## src/rtl/movegen_pkg.sv

```systemverilog
// movegen_pkg: shared types and constants for the move-generation sequencer.
//   mg_state_t  - sequencer FSM states
//   SQ / SQ_W   - square count and square index width
//   sq_idx_t    - square index type
//   PC_*        - piece nibble encodings (colourless), PC_WHITE added for white
package movegen_pkg;

  localparam int unsigned SQ   = 64;
  localparam int unsigned SQ_W = 6;

  typedef logic [SQ_W-1:0] sq_idx_t;

  localparam sq_idx_t SQ_LAST = sq_idx_t'(SQ - 1);

  typedef enum logic [2:0] {
    StIdle,
    StLoad,
    StAttack,
    StScan,
    StDrain,
    StDone
  } mg_state_t;

  localparam logic [3:0] PC_K     = 4'd1;
  localparam logic [3:0] PC_Q     = 4'd2;
  localparam logic [3:0] PC_R     = 4'd3;
  localparam logic [3:0] PC_B     = 4'd4;
  localparam logic [3:0] PC_N     = 4'd5;
  localparam logic [3:0] PC_P     = 4'd6;
  localparam logic [3:0] PC_WHITE = 4'd8;

endpackage

```

## src/rtl/movegen_sequencer_if.sv

```systemverilog
// movegen_sequencer_if: host/array-facing signal bundle of the sequencer.
//   run control : start, wtp_in, ep_file_in, castle_in, busy, done, mv_count
//   board stream: brd_valid, brd_ready, brd_data
//   square array: pos_valid, pos_data, wtp, ep_file, castle_rights,
//                 load_attackers, emit_move, target_square
//   move stream : mv_valid, mv_ready, mv_from, mv_to
// master = host/array side, slave = sequencer side.
interface movegen_sequencer_if;
  import movegen_pkg::*;

  logic          start;
  logic          wtp_in;
  logic [7:0]    ep_file_in;
  logic [3:0]    castle_in;
  logic          brd_valid;
  logic          brd_ready;
  logic [3:0]    brd_data;
  logic          pos_valid;
  logic [3:0]    pos_data;
  logic          wtp;
  logic [7:0]    ep_file;
  logic [3:0]    castle_rights;
  logic          load_attackers;
  logic [SQ-1:0] emit_move;
  logic [SQ-1:0] target_square;
  logic          mv_valid;
  logic          mv_ready;
  sq_idx_t       mv_from;
  sq_idx_t       mv_to;
  logic          busy;
  logic          done;
  logic [7:0]    mv_count;

  modport master (
    output start, wtp_in, ep_file_in, castle_in, brd_valid, brd_data, target_square, mv_ready,
    input  brd_ready, pos_valid, pos_data, wtp, ep_file, castle_rights, load_attackers,
           emit_move, mv_valid, mv_from, mv_to, busy, done, mv_count
  );

  modport slave (
    input  start, wtp_in, ep_file_in, castle_in, brd_valid, brd_data, target_square, mv_ready,
    output brd_ready, pos_valid, pos_data, wtp, ep_file, castle_rights, load_attackers,
           emit_move, mv_valid, mv_from, mv_to, busy, done, mv_count
  );

endinterface

```

## src/rtl/lsb_index64.sv

```systemverilog
// lsb_index64: combinational lowest-set-bit encoder for a 64-bit vector.
//   i_vec  - input vector
//   o_idx  - index of the lowest set bit (0 when i_vec is zero)
//   o_none - high when i_vec is zero
module lsb_index64
  import movegen_pkg::*;
(
  input  logic [SQ-1:0] i_vec,
  output sq_idx_t       o_idx,
  output logic          o_none
);

  always_comb begin
    o_idx  = '0;
    o_none = 1'b1;
    // Descending scan so the last hit wins, leaving the lowest index.
    for (int i = SQ - 1; i >= 0; i--) begin
      if (i_vec[i]) begin
        o_idx  = sq_idx_t'(i);
        o_none = 1'b0;
      end
    end
  end

endmodule

```

## src/rtl/movegen_sequencer.sv

```systemverilog
// movegen_sequencer: loads a 64-nibble board into the square chain, strobes the
// attacker load, scans every source square and drains each non-empty target
// vector as (from, to) moves over a valid/ready handshake.
//   clk, rst_n - clock, asynchronous active-low reset
//   bus        - slave view of movegen_sequencer_if (board in, array strobes,
//                move stream out, run status)
module movegen_sequencer
  import movegen_pkg::*;
(
  input logic                clk,
  input logic                rst_n,
  movegen_sequencer_if.slave bus
);

  mg_state_t     r_state;
  sq_idx_t       r_sq_cnt;
  sq_idx_t       r_from;
  logic [SQ-1:0] r_tgt;
  logic [7:0]    r_mv_count;
  logic          r_wtp;
  logic [7:0]    r_ep_file;
  logic [3:0]    r_castle;

  sq_idx_t       w_lsb;
  logic          w_none;
  logic [SQ-1:0] w_tgt_rest;
  logic          w_drain;

  lsb_index64 u_lsb (
    .i_vec  (r_tgt),
    .o_idx  (w_lsb),
    .o_none (w_none)
  );

  // Target vector with its lowest bit removed; zero means this is the last move.
  assign w_tgt_rest = r_tgt & (r_tgt - SQ'(1));
  assign w_drain    = (r_state == StDrain);

  always_ff @(posedge clk or negedge rst_n) begin
    if (!rst_n) begin
      r_state    <= StIdle;
      r_sq_cnt   <= '0;
      r_from     <= '0;
      r_tgt      <= '0;
      r_mv_count <= '0;
      r_wtp      <= 1'b0;
      r_ep_file  <= '0;
      r_castle   <= '0;
    end else begin
      unique case (r_state)
        StIdle: begin
          if (bus.start) begin
            r_wtp      <= bus.wtp_in;
            r_ep_file  <= bus.ep_file_in;
            r_castle   <= bus.castle_in;
            r_sq_cnt   <= '0;
            r_mv_count <= '0;
            r_state    <= StLoad;
          end
        end
        StLoad: begin
          if (bus.brd_valid) begin
            r_sq_cnt <= r_sq_cnt + sq_idx_t'(1);
            if (r_sq_cnt == SQ_LAST) r_state <= StAttack;
          end
        end
        StAttack: begin
          r_from  <= '0;
          r_state <= StScan;
        end
        StScan: begin
          r_tgt <= bus.target_square;
          if (|bus.target_square) begin
            r_state <= StDrain;
          end else if (r_from == SQ_LAST) begin
            r_state <= StDone;
          end else begin
            r_from <= r_from + sq_idx_t'(1);
          end
        end
        StDrain: begin
          if (bus.mv_ready && !w_none) begin
            r_tgt      <= w_tgt_rest;
            r_mv_count <= r_mv_count + 8'd1;
            if (w_tgt_rest == '0) begin
              if (r_from == SQ_LAST) begin
                r_state <= StDone;
              end else begin
                r_from  <= r_from + sq_idx_t'(1);
                r_state <= StScan;
              end
            end
          end
        end
        StDone:  r_state <= StIdle;
        default: r_state <= StIdle;
      endcase
    end
  end

  assign bus.brd_ready      = (r_state == StLoad);
  assign bus.pos_valid      = bus.brd_valid & bus.brd_ready;
  assign bus.pos_data       = bus.brd_data;
  assign bus.wtp            = r_wtp;
  assign bus.ep_file        = r_ep_file;
  assign bus.castle_rights  = r_castle;
  assign bus.load_attackers = (r_state == StAttack);
  assign bus.emit_move      = (r_state == StScan) ? (SQ'(1) << r_from) : '0;
  assign bus.mv_valid       = w_drain & ~w_none;
  assign bus.mv_from        = w_drain ? r_from : '0;
  assign bus.mv_to          = w_drain ? w_lsb : '0;
  assign bus.busy           = (r_state != StIdle);
  assign bus.done           = (r_state == StDone);
  assign bus.mv_count       = r_mv_count;

endmodule

```

## src/flat_wrapper.sv

```systemverilog
// flat-port wrapper written by rule: the top's interface ports become plain ports
module movegen_sequencer_flat import movegen_pkg::*;
  (clk, rst_n, bus_start, bus_wtp_in, bus_ep_file_in, bus_castle_in, bus_brd_valid, bus_brd_data, bus_target_square, bus_mv_ready, bus_brd_ready, bus_pos_valid, bus_pos_data, bus_wtp, bus_ep_file, bus_castle_rights, bus_load_attackers, bus_emit_move, bus_mv_valid, bus_mv_from, bus_mv_to, bus_busy, bus_done, bus_mv_count);
  movegen_sequencer_if bus_i ();
  input logic clk;
  input logic rst_n;
  input wire logic [$bits(bus_i.start)-1:0] bus_start;
  input wire logic [$bits(bus_i.wtp_in)-1:0] bus_wtp_in;
  input wire logic [$bits(bus_i.ep_file_in)-1:0] bus_ep_file_in;
  input wire logic [$bits(bus_i.castle_in)-1:0] bus_castle_in;
  input wire logic [$bits(bus_i.brd_valid)-1:0] bus_brd_valid;
  input wire logic [$bits(bus_i.brd_data)-1:0] bus_brd_data;
  input wire logic [$bits(bus_i.target_square)-1:0] bus_target_square;
  input wire logic [$bits(bus_i.mv_ready)-1:0] bus_mv_ready;
  output wire logic [$bits(bus_i.brd_ready)-1:0] bus_brd_ready;
  output wire logic [$bits(bus_i.pos_valid)-1:0] bus_pos_valid;
  output wire logic [$bits(bus_i.pos_data)-1:0] bus_pos_data;
  output wire logic [$bits(bus_i.wtp)-1:0] bus_wtp;
  output wire logic [$bits(bus_i.ep_file)-1:0] bus_ep_file;
  output wire logic [$bits(bus_i.castle_rights)-1:0] bus_castle_rights;
  output wire logic [$bits(bus_i.load_attackers)-1:0] bus_load_attackers;
  output wire logic [$bits(bus_i.emit_move)-1:0] bus_emit_move;
  output wire logic [$bits(bus_i.mv_valid)-1:0] bus_mv_valid;
  output wire logic [$bits(bus_i.mv_from)-1:0] bus_mv_from;
  output wire logic [$bits(bus_i.mv_to)-1:0] bus_mv_to;
  output wire logic [$bits(bus_i.busy)-1:0] bus_busy;
  output wire logic [$bits(bus_i.done)-1:0] bus_done;
  output wire logic [$bits(bus_i.mv_count)-1:0] bus_mv_count;
  assign bus_i.start = bus_start;
  assign bus_i.wtp_in = bus_wtp_in;
  assign bus_i.ep_file_in = bus_ep_file_in;
  assign bus_i.castle_in = bus_castle_in;
  assign bus_i.brd_valid = bus_brd_valid;
  assign bus_i.brd_data = bus_brd_data;
  assign bus_i.target_square = bus_target_square;
  assign bus_i.mv_ready = bus_mv_ready;
  assign bus_brd_ready = bus_i.brd_ready;
  assign bus_pos_valid = bus_i.pos_valid;
  assign bus_pos_data = bus_i.pos_data;
  assign bus_wtp = bus_i.wtp;
  assign bus_ep_file = bus_i.ep_file;
  assign bus_castle_rights = bus_i.castle_rights;
  assign bus_load_attackers = bus_i.load_attackers;
  assign bus_emit_move = bus_i.emit_move;
  assign bus_mv_valid = bus_i.mv_valid;
  assign bus_mv_from = bus_i.mv_from;
  assign bus_mv_to = bus_i.mv_to;
  assign bus_busy = bus_i.busy;
  assign bus_done = bus_i.done;
  assign bus_mv_count = bus_i.mv_count;
  movegen_sequencer u_core (.clk(clk), .rst_n(rst_n), .bus(bus_i));
endmodule
```

## config.mk

```make
export PLATFORM = sky130hd
export DESIGN_NAME = movegen_sequencer_flat
export DESIGN_NICKNAME = d
export VERILOG_FILES = /design/src/rtl/movegen_pkg.sv /design/src/rtl/movegen_sequencer_if.sv /design/src/rtl/lsb_index64.sv /design/src/rtl/movegen_sequencer.sv /design/src/flat_wrapper.sv
export SDC_FILE = /design/constraint.sdc
export NUM_CORES = 1
export LEC_CHECK = 0
export BUFFER_PORTS_ARGS = -buffer_cell sky130_fd_sc_hd__buf_2
export CAP_MARGIN = 20
export CORE_MARGIN = 1.5
export CORE_UTILIZATION = 48
export CTS_CLUSTER_DIAMETER = 200
export DETAILED_ROUTE_END_ITERATION = 6
export GPL_ROUTABILITY_DRIVEN = 1
export PLACE_DENSITY_LB_ADDON = 0.1
export SYNTH_ARGS = -nofsm -noshare
export SYNTH_HDL_FRONTEND = slang
export SYNTH_SLANG_ARGS = --single-unit
```

## constraint.sdc

```tcl
create_clock -name clk -period 3.3 [get_ports clk]
set_clock_uncertainty 0.15 [all_clocks]
set_input_delay 0.66 -clock clk [delete_from_list [all_inputs] [get_ports clk]]
set_output_delay 0.66 -clock clk [all_outputs]
set_load 0.02 [all_outputs]
```

=== Word level (Yosys, flattened, before mapping) ===
Cells that the tools add are included.

* Output and inout port bits: 107
* Flip-flop bits (word level): 100
* Logic and storage cells: 200
* Input bits: 86

* Multiplexer cells: 153
* Bitwise gates (word level): 4
* Shift operators: 1
* Reduce and logical (&&, ||, !) cells: 16
* Equality and inequality tests: 14
* Add/sub/neg operators: 4

{| class="wikitable"
|+ Operators with widths
! operator !! number
|-
| $mux W6 || 72
|-
| $mux W64 || 2
|-
| $pmux W64 S2 || 1
|-
| $and A64 B64 Y64 || 1
|-
| $logic_not A64 Y1 || 1
|-
| $mux W1 || 64
|-
| $reduce_or A64 Y1 || 1
|-
| $shl A1 B6 Y64 const A || 1
|-
| $sub A64 B1 Y64 const B || 1
|-
| $mux W3 || 8
|-
| $pmux W6 S3 || 1
|-
| $mux W8 || 2
|-
| $pmux W8 S2 || 1
|-
| $pmux W3 S5 || 1
|-
| $add A6 B1 Y6 const B || 2
|-
| $eq A6 B6 Y1 const B || 2
|-
| $ne A2 B2 Y1 const B || 6
|-
| $pmux W6 S2 || 1
|-
| $add A8 B1 Y8 const B || 1
|-
| $eq A3 B2 Y1 const B || 2
|-
| $eq A3 B3 Y1 const B || 2
|-
| $reduce_and A3 Y1 || 2
|-
| $reduce_and A6 Y1 || 1
|-
| $reduce_bool A2 Y1 || 3
|-
| 10 further kinds || 13
|}

=== Logic depth before layout (Yosys ltp) ===
Gate-level depths: netlist of run 1.

* Word-level depth: 68
* Mapped depth: 11
* Depth with buffers taken out: 10

=== Modules after synthesis ===
From an unflattened synthesis of run 1, not the netlist that was laid out.

* Cell total of the unflattened synthesis: 888
* Area, all modules: 7016.7 um^2

{| class="wikitable"
|+ By module, submodules not included
! module !! cells an instance !! sequential area each (um^2) !! area each (um^2) !! times used
|-
| movegen_sequencer || 746 || 2502.4 || 6254.7 || 1
|-
| lsb_index64 || 142 || 0.0 || 762.0 || 1
|}

=== Least setup slack after synthesis of run 1 ===
Ideal clock, no wire load.

* Kind: reg2reg
* Start: register u_core.r_tgt[38]
* End: register u_core.r_from[3]
* Library setup time: 0.127 ns
* Data required time: 3.023 ns
* Path slack: 0.032 ns
* Period minus slack after synthesis: 3.268 ns
* Path buffers: 1
* Stages on the path, launching flop included: 11
* Arrival: 2.991 ns
* Cells stage by stage: dfrtp_1 -> buf_2 -> nor4_4 -> nand4_2 -> or4_4 -> a221oi_1 -> o2111a_1 -> nand4_1 -> or3_1 -> nand2_2 -> mux2_1

* Longest elaborated chain between the ends: 43
* Elaborated cells on any way between the ends: 47
* Those cells by class: add/sub (1); eq/ne (2); mux (39); bitwise (1); reduce/logical (4)

{| class="wikitable"
|+ RTL lines
! element !! line !! RTL
|-
| start, declared || movegen_sequencer.sv:18 || <nowiki>logic [SQ-1:0] r_tgt;</nowiki>
|-
| start signal, assigned || movegen_sequencer.sv:72 || <nowiki>r_tgt <= bus.target_square;</nowiki>
|-
| start signal, assigned || movegen_sequencer.sv:83 || <nowiki>r_tgt <= w_tgt_rest;</nowiki>
|-
| $mux W1 (39 in a row) || lsb_index64.sv:18 || <nowiki>if (i_vec[i]) begin</nowiki>
|-
| $logic_not A1 Y1 || movegen_sequencer.sv:82 || <nowiki>if (bus.mv_ready && !w_none) begin</nowiki>
|-
| $logic_and A1 B1 Y1 || movegen_sequencer.sv:82 ||
|-
| $ne A2 B2 Y1 (no line) || -- ||
|-
| $reduce_and A4 Y1 (no line) (*) || -- ||
|-
| end signal, assigned || movegen_sequencer.sv:78 || <nowiki>r_from <= r_from + sq_idx_t'(1);</nowiki>
|-
| end signal, assigned || movegen_sequencer.sv:89 || <nowiki>r_from <= r_from + sq_idx_t'(1);</nowiki>
|-
| end, declared || movegen_sequencer.sv:17 || <nowiki>sq_idx_t r_from;</nowiki>
|}

Mark *: on every way between the ends. The rest lies on a longest branch, timed or not.
A chain may end at the register's enable or synchronous reset.

=== Worst setup path in the final report of run 1 ===
* Start: register u_core.r_tgt[61]
* End: output port bus_mv_to[1]

* Longest elaborated chain between the ends: 63

{| class="wikitable"
|+ RTL lines
! element !! line !! RTL
|-
| $mux W6 (62 in a row) || lsb_index64.sv:18 ||
|-
| $mux W6 || movegen_sequencer.sv:111 || <nowiki>assign bus.mv_to = w_drain ? w_lsb : '0;</nowiki>
|-
| end, declared || flat_wrapper.sv:25 || <nowiki>output wire logic [$bits(bus_i.mv_to)-1:0] bus_mv_to;</nowiki>
|}

Every way passes these cells.

==> results of run 1 <==
[area by class of cell]
type | count | area (µm²) | area share, %
inverters | 21 | 81.33 | 0.8079
repair buffers | 370 | 2424 | 24.07
flip-flops and latches | 100 | 2502 | 24.86
clock buffers | 10 | 239.0 | 2.374
multi-input cells | 708 | 4532 | 45.02
well taps | 184 | 230.2 | 2.287
clock inverters | 6 | 58.81 | 0.5841
[critical path, cell delays in order (launching register included)]
cell,delay [ns]
sky130_fd_sc_hd__dfrtp_1,0.39
sky130_fd_sc_hd__o31ai_2,0.29
sky130_fd_sc_hd__a211oi_2,0.11
sky130_fd_sc_hd__o31ai_1,0.27
sky130_fd_sc_hd__a211oi_1,0.14
sky130_fd_sc_hd__o311ai_1,0.33
sky130_fd_sc_hd__a31oi_2,0.20
sky130_fd_sc_hd__o211ai_1,0.21
sky130_fd_sc_hd__and3_1,0.25
sky130_fd_sc_hd__buf_6,0.14
[Yosys cell counts (all sizes together), types with 8 or more instances]
cell | number | area [µm²]
nor3 | 46 | 241.5
nand3 | 20 | 105.1
o21ai | 78 | 390.4
clkbuf | 50 | 187.7
nand4 | 20 | 152.6
ha | 8 | 100.1
dfrtp | 100 | 2502
xor2 | 9 | 78.83
buf | 12 | 72.57
nor2 | 133 | 499.2
nor4 | 47 | 481.7
inv | 21 | 78.83
o31ai | 8 | 60.06
a21oi | 36 | 180.2
nand2 | 134 | 505.5
a22o | 58 | 508.0
[stage by stage]
stage | hold slack, ns | TNS [ns] | cells | util [%]
2_1_floorplan | 0.2144 | 0 | 891 | -
3_3_place_gp | 0.3091 | -2.191 | 1363 | 63.66
3_5_place_dp | 0.3097 | -1.691 | 1363 | 63.66
4_1_cts | 0.1327 | -0.4938 | 1389 | 67.88
5_1_grt | 0.1597 | -2.235 | 1399 | 69.80
6_report | 0.1343 | -0.7478 | 1399 | 69.80
[kinds of logic after synthesis]
| group | count (synthesis) | synth area share [%] |
|---|---|---|
| AO/OA/AOI/OAI | 242 | 23.59 |
| adder cells (fa/ha/maj) | 8 | 1.427 |
| buffers and inverters | 83 | 4.832 |
| multiplexers | 3 | 0.4636 |
| AND/OR/NAND/NOR | 444 | 32.65 |
| XOR/XNOR | 11 | 1.373 |
| flip-flops | 100 | 35.66 |
[routing by layer]
metal | up-vias | wire (µm)
met3 | 50 | 2233
met4 | 0 | 605
met5 | - | 0
met2 | 428 | 11540
met1 | 3921 | 11080
li1 | 3905 | -
[power groups by stage]
stage                     sequential, µW  clock (µW)  combinational [µW]
after floorplan                     1540           0                 817
after global placement              1470           0                1730
after detailed placement            1470           0                1740
after CTS                           1450        1100                1870
after global routing                1480        1160                2200
final                               1460        1090                2060
[path summary, 6_finish.rpt]
path	endpoint	slack, ns	depth (start not counted)
worst max-delay path	bus_mv_to[1]	-0.20	9
worst min-delay path	u_core.r_tgt[35]	0.13	1
worst max register to register	u_core.r_from[3]	-0.16	12
worst min register to register	u_core.bus.castle_rights[2]	0.33	2
max in group asynchronous	u_core.r_tgt[9]	2.15	2
min in group clk	u_core.bus.castle_rights[2]	0.33	2
[sequential cells by signal, indices dropped and copies added, names as in the netlist]
signal,flops
u_core.r_tgt,64
u_core.bus.ep_file,8
u_core.bus.mv_count,8
u_core.r_from,6
u_core.r_sq_cnt,6
u_core.bus.castle_rights,4
u_core.r_state,3
u_core.bus.wtp,1
[what timing repair did]
action                     4_1_cts  5_1_grt
buffers inserted                12        9
setup endpoints to repair       14       42
cloned                           0        1
pin swaps                       27       25
resized for setup               60       45
==> out/results.txt, run 1 <==
The flow ran to the end, but the final reports show violations. The final reports fail on negative setup slack. Leaving out fill and tap cells, the most frequent cells in the layout are 180 x sky130_fd_sc_hd__buf_2, 169 x sky130_fd_sc_hd__buf_4, 131 x sky130_fd_sc_hd__nand2_1. The tools report the number of nets in the synthesized netlist as 985. Synthesis produced a netlist whose cell count is 891. For the worst setup path, the data required time is 2.49 ns. For this run, the number of Yosys warnings is 0. After routing the design area is 10070 µm². The run gives 7017 µm² as the post-synthesis instance area. The master cell of the clock root buffer was sky130_fd_sc_hd__clkbuf_16. The logs give 25450 µm for the routed wire length and 18620 µm for the half-perimeter wire length after placement.

Async set-or-reset flop fraction in the synthesized netlist: 100.0%. The analysis attributes to net switching a power of 1742 µW. Clock latency on the worst-skew pair, taken at its later pin, is 0.37 ns.

The worst setup path is captured at an output port. The first detailed-routing pass took 5 iterations. Setup violations remaining at the end of the flow were counted as 9. The layout has 1234 filler cells.

Setup repair after global routing could not meet its margin everywhere. After floorplanning, the core was divided into 44 placement rows. The shortest period the worst path allows is 3.500 ns, and the number of buffers on the longest clock path is 2. Dividing the synthesized area by the synthesized cell count gives 7.875 µm². In this run the count of I/O pins placed on the die edge is 193.

The detail route stage leaves a number of antenna-violating nets equal to 0. The initial antenna violation count is 0, and the post-synthesis sequential area ratio is 35.66%. The critical path is of the reg2out type.

For this run, the top clock speed supported by timing is 0.2857 GHz. Part of the power in the clock network: 23.6%. Per report_power, the sequential group accounts for 31.7% of the total.

After detailed routing, the number of vias per cell comes to 5.936. For the count of antenna diodes in the layout, the log shows 0. The number of synthesized flops with an enable pin was 0.

After clock tree synthesis, the clock-pin slew on the worst setup and hold paths is 0.07 ns. The tools report the met3 routing resource usage after global routing as 8.059%. The internal power of the cells totals 2856 µW.

Final-report max-slew violation count: 0. IR analysis of the VDD net gives a maximum drop of 0.0003342 V. The worst setup path is launched from a flop. The number of buffer cells added on primary ports was 184; the vertical die dimension was 123.9 µm. The share of layout cells above drive strength 1 was 38.85%; the count of clock tree sinks was 100. In this run, CTS created clock tree buffers numbering 9. Among all flip-flop cells after synthesis, the most frequent one is sky130_fd_sc_hd__dfrtp_1. Net count reported at finish: 1304. After floorplanning, the core was sized to cover 14420 µm². The number of hold buffers added after CTS was 0. Initial DRC count: 819.

The data arrival time of the worst path was 2.69 ns; the final RePlAce weighted congestion was 0.9848. The first element of the critical path is u_core.r_tgt[61]. The min-delay analysis places its worst path in the category in2async. Global routing used 32.68% of the available tracks. Counting flops and latches in the post-synthesis netlist gives 100. In the routed design, unresolved DRC markers number 0. Commonest non-fill, non-tap cell in the layout: sky130_fd_sc_hd__buf_2.

In this run the tightest slew margin relative to its limit is 48.47%. Once the floorplan was initialized, standard cells occupied 48.65% of the core. The logs give 15350 µm² for the floorplan die area and 7335 for the number of global-route vias before repair.

The number of hold-slack violations in the final timing report is 0. The area growth from synthesis to layout works out to 43.47%. For met1 alone, demand over resource in global routing was 45.44%.

The standby leakage power came out at 0.004914 µW. The global route total overflow came out at 0. The logs give 0 for the number of violations of the max-capacitance limit and 38460 µm for the first-pass GRT wire length. The most used routing layer in global routing was met2. The final setup slack of the worst path is -0.2004 ns, and the switching part of the total power is 37.88%.

The H-tree was split into 3 levels. The distinct cell type count after synthesis came out at 71. The logs give 44.7% for the part of the total power dissipated in combinational logic and 9183 µm² for the area after detailed placement. The power per unit of standard cell area is 456.7 nW/µm². Timing analysis after detailed placement gives a worst setup slack of -0.3791 ns. The die is 123.9 µm wide.

The final route contains 8304 vias. For met2 alone, demand over resource in global routing was 50.07%. For the pin with the worst max-slew slack, the measured transition is 0.7729 ns. The tools report the reg-to-reg startpoint as u_core.r_tgt[3]. The logs give 4598 µW for the total power consumption of the routed design and 67 for the largest net degree at the start of global routing. Dividing the final minimum period by the clock period gives 106.1%.

TritonCTS built the clock tree. The routed length per placed instance was 18.19 µm; the largest fanout on the critical path was 2.
(Power assumes the default switching activity.)
==> run 2: changes to the inputs <==
--- a/config.mk
+++ b/config.mk
@@ -13,6 +13,8 @@
 export DETAILED_ROUTE_END_ITERATION = 6
 export GPL_ROUTABILITY_DRIVEN = 1
 export PLACE_DENSITY_LB_ADDON = 0.1
+export REMOVE_ABC_BUFFERS = 1
+export SKIP_LAST_GASP = 1
 export SYNTH_ARGS = -nofsm -noshare
 export SYNTH_HDL_FRONTEND = slang
 export SYNTH_SLANG_ARGS = --single-unit
==> run 2 against run 1 <==
Compared with the run above:
- the flow still finishes with violations (negative setup slack)
- die area unchanged
- sequential power about the same
- via count decreased by 1.3%
- cell count about the same
- highest routed layer unchanged
- clock power increased by 7%
- largest cell class unchanged
- worst setup slack improved by 0.070 ns
==> out/results.txt, run 2 (synthesized netlist as in run 1, its figures left out) <==
The run finished, with violations left. The checks that failed: negative setup slack. The area growth from synthesis to layout is 41.87%, and the core occupancy in the finished layout is 69.01%.

STA classifies the critical path startpoint as a flop. The number of buffers created by CTS is 9. In this run the worst hold path is classified as in2async.

The largest net degree at the start of global routing was 101. At the worst endpoint, the required time is 2.49 ns. Grouping stages by cell kind, the critical path spends the most delay in compound AO/OA/AOI/OAI gates. For this run, the total global-route usage over all layers was measured as 33.34%. The number of buffer and inverter stages on the critical path was 1; the number of buffers on the longest clock path was 2. Kind of end point of the critical path: an output port. Setup violations remaining at the end of the flow were counted as 7. The first routing iteration left 506 violations. Derived from the worst setup path, the maximum achievable clock frequency is 0.2915 GHz. VDD sags by at most 0.0003316 V. Before antenna repair, the detailed router went through 7 iterations.

The clock-pin slew on the worst setup and hold paths is 0.08 ns, and the half-perimeter wire length after placement is 18550 µm. The cell type of the slowest stage on the worst timing path was sky130_fd_sc_hd__dfrtp_1. The final-report max-slew violation count came out at 0.

The logs give 48.65% for the starting utilization of the core area and -0.11 ns for the worst setup slack for register-to-register paths. The count of antenna diodes in the layout is 0, and the number of nets still failing antenna checks after routing is 0. The library cell used most frequently in the layout, excluding fill and tap cells, is sky130_fd_sc_hd__buf_4. Summed over all layers, the global routing overflow is 0. For the final setup slack of the worst path, the log shows -0.1302 ns.

The tools report the timing endpoint of the critical path as bus_mv_to[1]. Walking the worst path, the cells encountered are o31ai_2 -> a211oi_1 -> o31ai_1 -> a211oi_2 -> o311ai_2 -> a31oi_2 -> o211ai_1 -> and3_4 -> buf_6. The floorplan die width was 123.9 µm. Net switching is 37.37% of the power. The tools report the first element of the critical path as u_core.r_tgt[61]. The worst pin sits at a relative slew slack of 50.34%. TritonCTS built the clock tree.

For this run, the slowest stage of the critical path takes 0.40 ns. The die is 123.9 µm tall. The worst hold slack is 0.1636 ns, and the shortest period the worst path allows is 3.430 ns. After detailed routing, the number of remaining DRC violations is 0. At the worst endpoint, the arrival time is 2.62 ns. For the pin with the worst max-slew slack, the measured transition is 0.7449 ns. In this run the number of cells on the critical path is 9. The critical path class is reg2out. Depth of the worst register-to-register path: 10.

The power per unit of standard cell area is 463.0 nW/µm². In this run the worst path has a maximum fanout of 2. The register with the most flip-flops in the layout has 64 of them. The die covers 15350 µm².

Combinational cells account for 42.8% of the total power. The tools report the initial antenna violation count as 0. Most flop-heavy register: u_core.r_tgt. The clock network accounts for 25.4% of the total power. Dividing the final minimum period by the clock period gives 103.9%. Internal power comes to 2886 µW.

Routed length per placed instance: 18.15 µm. Clock tree synthesis selected as its root buffer the cell sky130_fd_sc_hd__clkbuf_16. The number of hold-slack violations in the final timing report is 0. The count of hold-fix buffers inserted at cts was 0; the net switching power was 1723 µW. The number of violations of the max-capacitance limit is 0.

The later pin in the worst-skew pair is clocked with a latency of 0.36 ns. The first global-routing pass estimated 39270 µm of wire. The share of layout cells above drive strength 1 is 37.50%, and the sequential group share of total power is 31.8%. Setup repair after global routing could not meet its margin everywhere. The worst register-to-register path ends at u_core.r_from[3]. The run gives 100 as the count of clock tree sinks. The number of buffer cells added on primary ports was 184. CTS built an H-tree with a depth of 3. The net count of the finished layout is 1305. The row count was 44.

The routed layout has 8192 vias. For this block, the routed nets add up to 25410 µm of wire. The final RePlAce weighted congestion came out at 0.9593.

For the number of global-route vias before repair, the log shows 7529. The via count normalized by instance count works out to 5.851. The total I/O pin count was 193; the placeable core area was 14420 µm². In this run the critical register-to-register path is launched from u_core.r_tgt[39]. In the layout the commonest cells are 180 x sky130_fd_sc_hd__buf_4, 179 x sky130_fd_sc_hd__buf_2, 131 x sky130_fd_sc_hd__nor2_1, 131 x sky130_fd_sc_hd__nand2_1, 100 x sky130_fd_sc_hd__dfrtp_1. Summed over all cells, the static leakage comes to 0.004888 µW.
[run 2: changes by cell type in the layout (fill, tap and decap cells not counted), moves of 3 or more]
cell and delta:
sky130_fd_sc_hd__o21ai_1 +3, sky130_fd_sc_hd__a21oi_2 -4, sky130_fd_sc_hd__nor3_1 +4, sky130_fd_sc_hd__buf_6 -9, sky130_fd_sc_hd__a21oi_1 +4, sky130_fd_sc_hd__nor3_2 -3
sky130_fd_sc_hd__o21ai_2 -3, sky130_fd_sc_hd__buf_4 +11
[run 2: stage by stage]
step / cell area [µm²] / instances / total power, µW / TNS [ns] / worst slack, ns
floorplan: 6756 / 829 / 2330 / -19.80 / -0.5498
global placement: 9190 / 1364 / 3165 / -0.4211 / -0.1696
detailed placement: 9190 / 1364 / 3179 / -0.6320 / -0.2327
CTS: 9847 / 1398 / 4547 / -0.3200 / -0.1810
global route: 9955 / 1400 / 4851 / -1.873 / -0.2929
finish: 9955 / 1400 / 4609 / -0.4717 / -0.1302
[run 2: power groups by stage]
stage / sequential, µW / combinational (µW) / clock [µW]
2_1_floorplan: 1560 / 771 / 0
3_3_place_gp: 1470 / 1690 / 0
3_5_place_dp: 1480 / 1700 / 0
4_1_cts: 1460 / 1890 / 1190
5_1_grt: 1480 / 2130 / 1240
6_report: 1460 / 1970 / 1170
[run 2: how the worst min path moves through the flow]
stage	startpoint	end	slack, ns	cells past startpoint
2_1_floorplan	rst_n	u_core.bus.castle_rights[0]	0.21	0
3_3_place_gp	u_core.bus.ep_file[2]	u_core.bus.ep_file[2]	0.30	2
3_5_place_dp	u_core.bus.castle_rights[1]	u_core.bus.castle_rights[1]	0.31	2
4_1_cts	rst_n	u_core.r_from[4]	0.23	2
5_1_grt	rst_n	u_core.r_from[5]	0.25	2
6_report	rst_n	u_core.r_from[5]	0.16	2
[run 2: per-layer routing]
layer	up-vias	share of wire (%)	GRT usage, %
li1	3898	-	-
met1	3849	43	44.35
met2	398	46	54.32
met3	47	8.2	6.410
met4	0	2.8	12.00
met5	-	0	0
[run 2: area by class of cell]
type | count | area [µm²]
Fill cell | 1240 | 4469
Multi-Input combinational cell | 708 | 4413
Sequential cell | 100 | 2502
Timing Repair Buffer | 371 | 2400
Tap cell | 184 | 230.2
Clock buffer | 9 | 225.2
Clock inverter | 7 | 105.1
Inverter | 21 | 78.83
[run 2: worst reg2reg max path, cell delays in order, from the launching register on]
cell,delay [ns]
sky130_fd_sc_hd__dfrtp_1,0.41
sky130_fd_sc_hd__buf_4,0.15
sky130_fd_sc_hd__or4_4,0.55
sky130_fd_sc_hd__or4_1,0.56
sky130_fd_sc_hd__nor4_4,0.23
sky130_fd_sc_hd__a311oi_2,0.12
sky130_fd_sc_hd__nor4_2,0.28
sky130_fd_sc_hd__o211ai_1,0.12
sky130_fd_sc_hd__or3_1,0.33
sky130_fd_sc_hd__nand2_2,0.09
sky130_fd_sc_hd__mux2_1,0.32
[run 2: repair_timing]
action / in CTS / in global routing
pin swaps: 24 / 9
setup endpoints to repair: 11 / 65
resized for setup: 50 / 19
setup buffers: 18 / 2
==> run 3: changes to the inputs <==
--- a/config.mk
+++ b/config.mk
@@ -17,4 +17,5 @@
 export SKIP_LAST_GASP = 1
 export SYNTH_ARGS = -nofsm -noshare
 export SYNTH_HDL_FRONTEND = slang
+export SYNTH_HIERARCHICAL = 1
 export SYNTH_SLANG_ARGS = --single-unit
==> run 3 against run 2 <==
Compared with the run above:
- the flow still finishes with violations (negative setup slack)
- hold slack got worse by 0.031 ns
- combinational power rose to 2.6 times the previous value
- clock power fell by 9%
- clock-buffer cell count did not move
- largest cell class unchanged
- synthesized area did not move
- first-iteration DRC count rose by 61%
- non-clock buffer count fell by 36
- sequential power rose by 40%
==> out/results.txt, run 3 <==
The run finished, with violations left. The final reports fail on negative setup slack. The slowest stage of the critical path belongs to the cell sky130_fd_sc_hd__or4_4. The power per unit of standard cell area is 851.7 nW/µm², and the starting utilization of the core area is 48.65%. In this run the deepest clock path goes through 2 buffers. In this run the worst setup path begins at u_core/r_tgt[8].

The final standard cell count with taps included and fillers excluded is 1368. The post-synthesis sequential area ratio is 35.66%, and the portion of the clock cycle consumed by the worst path in the final layout is 109.4%. After synthesis, the share of cell area in mux cells is 2.550%. A synthesized cell averages 7.902 µm².

In this run, post-CTS hold repair placed 0 buffers. Walking the worst path, the cells encountered are or4_4 -> nor4_4 -> nand3_2 -> buf_4 -> o41ai_1 -> o2111ai_1 -> nor3_1 -> buf_4 -> and4_4 -> and3_4 -> o32ai_2. In this run the critical register-to-register path is launched from u_core/r_tgt[8].

Leaving out fill and tap cells, the most frequent cell in the layout is sky130_fd_sc_hd__buf_2. The register with the most flip-flops in the layout has 64 of them. The basic-gate share of the synthesized area counting and, or, nand and nor cells works out to 30.56%. The logs give 8298 for the via count of the routed design and 7291 for the number of global-route vias before repair. Based on the critical path, the design can be clocked at up to 0.2769 GHz. Global route total overflow: 0.

The critical path in this run is classified as reg2reg. The number of buffers created by CTS was 9; the number of warning messages in the yosys log was 6. The first global-routing pass estimated 38330 µm of wire.

For this run, the leading register cell type out of synthesis is sky130_fd_sc_hd__dfrtp_1. Wires add up to 25050 µm. The largest fanout on the critical path is 18, and the placeable core area is 14420 µm².

The final setup slack of the worst path came out at -0.3110 ns. The post-route netlist has 35.47% of its cells at a drive strength greater than 1. The register with the most flip-flops in the final layout is u_core/r_tgt.

The cell family with the largest share of critical-path delay was simple AND/OR/NAND/NOR gates. 0 antenna diodes ended up in the layout. The critical path launch point type was a flop. The congestion estimate from routability-driven global placement came to 0.9577. Summing the areas of all xor and xnor instances in the mapped netlist gives 1.373% of the synthesized area.

Measured on the finished design, the core utilization comes to 67.05%. The die covers 15350 µm². The wire-length estimate of the detail-placed layout is 18360 µm.

For the final-report max-slew violation count, the log shows 0. The fraction of the mapped netlist area in adder cells is 1.569%, and the number of synthesized flops with an enable pin is 0. By count the netlist is led by 142 x sky130_fd_sc_hd__nor2_1, 100 x sky130_fd_sc_hd__dfrtp_1, 100 x sky130_fd_sc_hd__nand2_1.

The maximum cell stage delay along the critical path works out to 0.57 ns. The initial DRC count came out at 817. CTS saw 100 sinks.

Including well taps, the total number of placed cells is 1341. For the pin with the worst max-slew slack, the measured transition is 0.7964 ns. The shortest period the worst path allows works out to 3.611 ns. Before antenna repair, the detailed router went through 5 iterations. 193 I/O pins were placed.

Clock tree synthesis selected as its root buffer the cell sky130_fd_sc_hd__clkbuf_16. Cell accounting for the most synthesized area: sky130_fd_sc_hd__dfrtp_1. The area growth from synthesis to layout was 37.82%; the synthesized instance count was 888. TritonCTS built the clock tree. Flip-flop and latch count after synthesis: 100.

In the global route stage, overall resource usage came out at 32.50%. Measured along the x axis, the die boundary spans 123.9 µm. The routed length per placed instance came out at 18.31 µm. The number of hold-slack violations in the final timing report was 0; the remaining design rule violation count was 0. In this run the remaining antenna-violating nets after routing total 0.

The mapped netlist covers 7017 µm². During placement, the flow inserted port buffers numbering 184. The path class of the tightest hold or removal check is in2async. Entering global routing, the biggest net connects 67 pins. The complex-gate fraction of the synthesized area came out at 23.81%. In the layout the commonest cells are 180 x sky130_fd_sc_hd__buf_2, 144 x sky130_fd_sc_hd__buf_4, 138 x sky130_fd_sc_hd__nor2_1. Setup repair after global routing could not meet its margin everywhere. The worst setup path is captured at a flop. The deepest level of the CTS H-tree is 3. By area, the combinational part of the netlist is dominated by simple AND/OR/NAND/NOR gates.

In the routed layout, each cell is associated on average with a via count of 6.066. The clock-pin slew on the worst setup and hold paths is 0.07 ns. Measured against its own limit, the worst slew margin works out to 46.91%. Summed over all cells, the static leakage comes to 0.004441 µW. Counting both buffers and inverters, the worst setup path holds a total of 2.

The pre-CTS worst setup slack was -0.4007 ns. Yosys instantiated no cell more often than sky130_fd_sc_hd__nor2_1. VDD sags by at most 0.0004856 V. The tools report the distinct cell type count after synthesis as 70. The tools report the clock latency on the worst-skew pair as 0.36 ns. The most numerous cell type found on the critical path is sky130_fd_sc_hd__buf_4. At the worst endpoint, the required time is 3.37 ns.

The initial antenna violation count came out at 0. At the end of the flow, the number of nets in the layout was 1274. The floorplan step set the die height to 123.9 µm. The async set-or-reset flop fraction in the synthesized netlist was 100.0%. Data arrival time of the worst path: 3.68 ns.

Yosys attributes the largest share of cell area to sky130_fd_sc_hd__dfrtp_1 36%, sky130_fd_sc_hd__a22o_1 7.7%, sky130_fd_sc_hd__nor2_1 7.6%, sky130_fd_sc_hd__nand2_1 5.3%, sky130_fd_sc_hd__o21ai_0 5.1%. The floorplan has 44 rows. Setup violations remaining at the end of the flow were counted as 12. The area share of the largest cell type after synthesis was 35.66%; the number of violations of the max-capacitance limit was 0.
==> run 3: changes by cell type after synthesis, sizes merged, moves of 9 or more <==
cell / before / now
nor3: 46 / 36
nand2: 134 / 100
mux2: 2 / 15
nor2: 133 / 143
and3: 7 / 16
or4: 6 / 19
or3: 7 / 19
==> run 3: metrics by stage <==
step           area (µm²)  hold slack, ns  power, µW  setup TNS [ns]
2_1_floorplan        6797          0.2144       4730          -60.10
3_3_place_gp         9034          0.3346       6714          -2.780
3_5_place_dp         9034          0.3407       6771          -3.230
4_1_cts              9449          0.1500       7936          -1.944
5_1_grt              9671          0.1772       8787          -4.115
6_report             9671          0.1326       8237          -2.525
==> run 3: logic make-up (layout without fill, tap and decap cells) <==
family          after synthesis  count (layout)
simple gates                436             436
compound gates              237             237
flops                       100             100
buf+inv                      79             375
mux                          16              16
xor+xnor                     11              11
fa+ha+maj                     9               9
==> run 3: report_power, final <==
part / internal (µW) / total [µW] / switching (µW) / leakage (µW)
Clock: 585 / 1060 / 479 / 0.000146
Combinational: 2230 / 5120 / 2890 / 0.00302
Sequential: 1700 / 2050 / 351 / 0.00127
Total: 4520 / 8240 / 3720 / 0.00444
==> run 3: final cells by class <==
cell class | count | area [µm²]
tap | 184 | 230.2
multi-input combinational | 709 | 4433
timing repair buffer | 335 | 2123
sequential | 100 | 2502
inverter | 25 | 93.84
fill | 1237 | 4753
clock inverter | 6 | 62.56
clock buffer | 9 | 225.2
==> run 3: what timing repair did <==
| item | in CTS | in global routing |
|---|---|---|
| resized for setup | 21 | 33 |
| gates cloned | 0 | 0 |
| hold endpoints to repair | 0 | 0 |
| setup buffers | 4 | 8 |
| pin swaps | 23 | 18 |
| endpoints found under the setup margin | 10 | 20 |
==> run 3: final timing paths <==
path | to | slack [ns] | cells after the start
max | u_core/r_from[2] | -0.31 | 11
min | u_core/r_tgt[12] | 0.13 | 1
max reg2reg | u_core/r_from[2] | -0.31 | 11
min reg2reg | u_core/bus.ep_file[4] | 0.36 | 1
max in group asynchronous | u_core/bus.mv_count[4] | 2.14 | 2
min in group clk | u_core/bus.ep_file[4] | 0.36 | 1
==> run 3: routing by layer <==
metal / track usage (%) / vias to the layer above / routed length, µm
met3: 4.670 / 57 / 2123
met1: 44.96 / 3901 / 10610
met5: 0 / - / 0
li1: - / 3887 / -
met4: 11.51 / 0 / 769
met2: 52.18 / 453 / 11550
